<file path="src/rtl/fifo_pkg.sv">
// Shared constants and helpers for the sample FIFO.
package fifo_pkg;

  localparam int FIFO_DEFAULT_BITS  = 48;
  localparam int FIFO_DEFAULT_DEPTH = 16;

  // One extra MSB on each pointer separates "full" from "empty" when the low bits match.
  function automatic int ptr_width(input int depth);
    return $clog2(depth) + 1;
  endfunction

endpackage

</file>
<file path="src/rtl/fifo_mem.sv">
// Sample storage for fifo_interface: synchronous write port, asynchronous read port.
module fifo_mem #(
  parameter int num_bits  = 48,
  parameter int addr_bits = 4
) (
  input  logic                 clk,
  input  logic                 wr_en,
  input  logic [addr_bits-1:0] wr_addr,
  input  logic [num_bits-1:0]  wr_data,
  input  logic [addr_bits-1:0] rd_addr,
  output logic [num_bits-1:0]  rd_data
);

  logic [num_bits-1:0] mem_reg [2**addr_bits];

  // Contents are deliberately not reset; only the pointers define what is valid.
  always_ff @(posedge clk) begin
    if (wr_en) mem_reg[wr_addr] <= wr_data;
  end

  assign rd_data = mem_reg[rd_addr];

endmodule

</file>
<file path="src/rtl/fifo_interface.sv">
// First-word-fall-through valid/ready sample FIFO with pointer-based full/empty flags.
// Define FIFO_INTERFACE_COUNT_EN to add the occupancy output "count".
module fifo_interface
  import fifo_pkg::*;
#(
  parameter int num_bits = FIFO_DEFAULT_BITS,
  parameter int depth    = FIFO_DEFAULT_DEPTH
) (
  input  logic                 clk,
  input  logic                 reset,
  input  logic                 in_valid,
  output logic                 in_ready,
  input  logic [num_bits-1:0]  in_data,
  output logic                 out_valid,
  input  logic                 out_ready,
  output logic [num_bits-1:0]  out_data
`ifdef FIFO_INTERFACE_COUNT_EN
  ,
  output logic [ptr_width(depth)-1:0] count
`endif
);

  localparam int PW = ptr_width(depth);
  localparam int AW = PW - 1;
  localparam logic [PW-1:0] PTR_ONE = 1;

  logic [PW-1:0] wp_reg;
  logic [PW-1:0] rp_reg;
  logic          empty;
  logic          full;
  logic          push;
  logic          pop;

  assign empty = (wp_reg == rp_reg);
  assign full  = (wp_reg[AW-1:0] == rp_reg[AW-1:0]) && (wp_reg[AW] != rp_reg[AW]);

  assign in_ready  = !full;
  assign out_valid = !empty;
  assign push      = in_valid && !full;
  assign pop       = out_valid && out_ready;

  // Pointers wrap naturally at 2*depth because depth is a power of two.
  always_ff @(posedge clk or negedge reset) begin
    if (!reset) begin
      wp_reg <= '0;
      rp_reg <= '0;
    end else begin
      if (push) wp_reg <= wp_reg + PTR_ONE;
      if (pop)  rp_reg <= rp_reg + PTR_ONE;
    end
  end

  fifo_mem #(
    .num_bits  (num_bits),
    .addr_bits (AW)
  ) u_mem (
    .clk     (clk),
    .wr_en   (push),
    .wr_addr (wp_reg[AW-1:0]),
    .wr_data (in_data),
    .rd_addr (rp_reg[AW-1:0]),
    .rd_data (out_data)
  );

`ifdef FIFO_INTERFACE_COUNT_EN
  assign count = wp_reg - rp_reg;
`endif

endmodule

</file>
<file path="config.mk">
export PLATFORM = sky130hd
export DESIGN_NAME = fifo_interface
export DESIGN_NICKNAME = d
export VERILOG_FILES = /design/src/rtl/fifo_pkg.sv /design/src/rtl/fifo_mem.sv /design/src/rtl/fifo_interface.sv
export SDC_FILE = /design/constraint.sdc
export NUM_CORES = 1
export LEC_CHECK = 0
export BUFFER_PORTS_ARGS = -buffer_cell sky130_fd_sc_hd__buf_2
export CORE_MARGIN = 5
export CORE_UTILIZATION = 42
export DETAILED_ROUTE_END_ITERATION = 16
export PLACE_DENSITY_LB_ADDON = 0.12
export SYNTH_ARGS = -nofsm -noshare
export SYNTH_HDL_FRONTEND = slang
export SYNTH_SLANG_ARGS = --single-unit
</file>
<file path="constraint.sdc">
create_clock -name clk -period 8.15 [get_ports clk]
set_input_delay 0.815 -clock clk [delete_from_list [all_inputs] [get_ports clk]]
set_output_delay 0.815 -clock clk [all_outputs]
set_load 0.1 [all_outputs]
</file>
==> flow_summary.json <==
{
  "status": "finished, final reports clean",
  "cts_tree": "built",
  "dr.pass1.iters": 4,
  "pre_cts_ws_ns": 3.38,
  "numCtsBuffers": 82,
  "path_clk_slew_ns": 0.06,
  "totalPowerFinal_mw": 13.9,
  "grt_pass1_wl_um": 100000,
  "drive_gt1_share_pct": 26.3,
  "yosysUniqueCellTypes": 37,
  "crit_type": "flip-flop to output pin",
  "final_nets": 1546,
  "grt_overflow_total": 0,
  "root_buffer": "clkbuf_16",
  "synth_edf_count": 768,
  "cts_sinks": 778,
  "final.min_clock_period_ns": 5.25,
  "start_util_pct": 42.1,
  "ys.flop_type": "edfxtp_1",
  "nFillCells": 5930,
  "tightest_slew_ns": 1.08,
  "slew_headroom_pct": 28.2,
  "setup_tns_ns": 0,
  "largest_reg_flops": 768,
  "fp.dieH_um": 277,
  "synthSimpleGateAreaFrac_pct": 0.488,
  "multi_input_area_sq_um": 6260,
  "ir_drop_mv": 0.421,
  "row_count": 98,
  "diodes": 0,
  "ff_latch_area_sq_um": 23300,
  "setup_viol_count_final": 0,
  "yosysTopAreaCell": "edfxtp_1",
  "synth_compound_area_share_pct": 3.70,
  "clk_path_buf_depth": 3,
  "cp.required_ns": 7.34,
  "core_sq_um": 71100,
  "skew_ns": 0.0214,
  "port_buffers": 101,
  "synth_seq_cells": 778,
  "cp-end-kind": "output pin",
  "drcViolationCount": 0,
  "h-tree-depth": 3,
  "wire_per_inst_um": 26.7,
  "grt_pass1_vias": 14900,
  "insertion_delay_ns": 0.61,
  "critPathArrivalTime_ns": 4.44,
  "synth_most_common_cell": "edfxtp_1",
  "area_growth_syn_to_layout_pct": 13.8,
  "clock.fmax_ghz": 0.190,
  "vias_per_cell": 5.58,
  "synthCells": 1355,
  "drt_iter0_markers": 953,
  "synthMuxAreaShare_pct": 15.8,
  "p_leak_nw": 11.0,
  "via_count": 14000,
  "antenna_found_initial": 1,
  "gp_congestion": 0.733,
  "final_cells": 2503,
  "antenna_left": 0,
  "die_w_um": 277,
  "power.density_nw_per_um2": 409,
  "maxCapViolCount": 0,
  "synth_fa_ha_area_share_pct": 0.209,
  "syn_area_per_cell_sq_um": 22.1,
  "worst_slack_ns": 2.90,
  "grt_max_degree": 111,
  "dp.cells": 2355,
  "cts_hold_buf": 0,
  "path_max_fanout": 62,
  "synthTopCellsByCount": "edfxtp_1, mux2i_1, mux4_2",
  "grt_setup_unrepaired": "no",
  "syn_nets": 1412,
  "holdWs_ns": 0.0826,
  "wirelength_um": 67000,
  "syn-cell-area_sq_um": 30000,
  "final-max-slew-violation-count": 0,
  "synth_xor_area_share_pct": 0.351,
  "period_share_pct": 64.5,
  "yosys.area.top_type_share_pct": 76.9,
  "ys_warn_count": 0,
  "grt_use_total_pct": 17.3,
  "ios": 102,
  "postSynth.asyncResetShare_pct": 1.29,
  "place_hpwl_um": 34800,
  "yosysSeqAreaShare_pct": 77.8,
  "synth_area_leaders": "edfxtp_1, mux4_2, mux2i_1, a32oi_1, a22oi_1",
  "hold_viol_final": 0,
  "synth_top_family_by_area": "multiplexers",
  "cts_resized": 0,
  "startpoint_type": "flip-flop",
  "cts_setup_buffers": 0,
  "dieArea_sq_um": 76800,
  "hold_class": "primary input to async pin"
}
cell type report:
cell class / count / share of cell area [%]
sequential: 778 / 68.4
multi-input combinational: 495 / 18.4
inverter: 4 / 0.0440
tap: 950 / 3.49
timing repair buffer: 128 / 2.15
clock inverter: 42 / 0.947
clock buffer: 106 / 6.59
final timing paths:
kind / from / endpoint / slack (ns) / cells after the start
worst min-delay path: reset / rp_reg[4] / 0.08 / 1
worst min register to register: rp_reg[4] / rp_reg[4] / 0.63 / 2
worst max register to register: rp_reg[2] / u_mem.mem_reg[14][44] / 4.26 / 5
min in group clk: out_ready / rp_reg[2] / 0.57 / 3
max in group asynchronous: reset / rp_reg[3] / 7.83 / 1
worst max-delay path: rp_reg[2] / out_data[47] / 2.90 / 6
stage by stage:
step	area [sq um]	utilization, %
after floorplan	30000	-
after global placement	31500	44.3
after detailed placement	31500	44.3
after CTS	34100	47.9
after global routing	34100	47.9
final	34100	47.9
power breakdown:
group / internal (mW) / switching, mW / total, mW
registers: 4.83 / 0.286 / 5.11
clock network: 2.10 / 1.47 / 3.57
logic: 1.46 / 3.80 / 5.26
kinds of logic after synthesis:
family | after synthesis
simple gates | 31
fa+ha+maj | 5
compound gates | 156
mux | 291
xor+xnor | 12
buf+inv | 82
flops | 778
per-layer routing:
metal	vias to the layer above	wire (um)	GRT usage (%)	part of all wire (%)
met4	2	984	4.09	1.5
met5	-	13	0	0.019
met1	7566	30200	24.2	45
li1	6035	-	-	-
met3	82	2640	2.83	3.9
met2	281	33100	29.0	49
cell usage in the layout, fill, tap and decap left out, drive strengths merged, types with 2 or more instances in the layout:
cell type / count
clkinv: 34
o21ai: 51
clkinvlp: 2
nand2b: 2
nor3: 4
buf: 128
bufinv: 5
nand4: 3
dfrtp: 10
ha: 5
xnor2: 10
mux2i: 144
mux2: 3
nor2: 13
o211ai: 4
a22oi: 48
inv: 5
clkbuf: 106
a32oi: 48
edfxtp: 768
mux4: 144
nand2: 5
xor2: 2
worst max-delay path: stages, from the launching register on:
cell     delay (ns)
dfrtp_4        1.12
buf_4          0.60
buf_4          0.75
mux4_2         0.35
mux2i_1        0.07
o21ai_1        0.32
buf_2          0.50
Power figures use the tool's default switching activity.
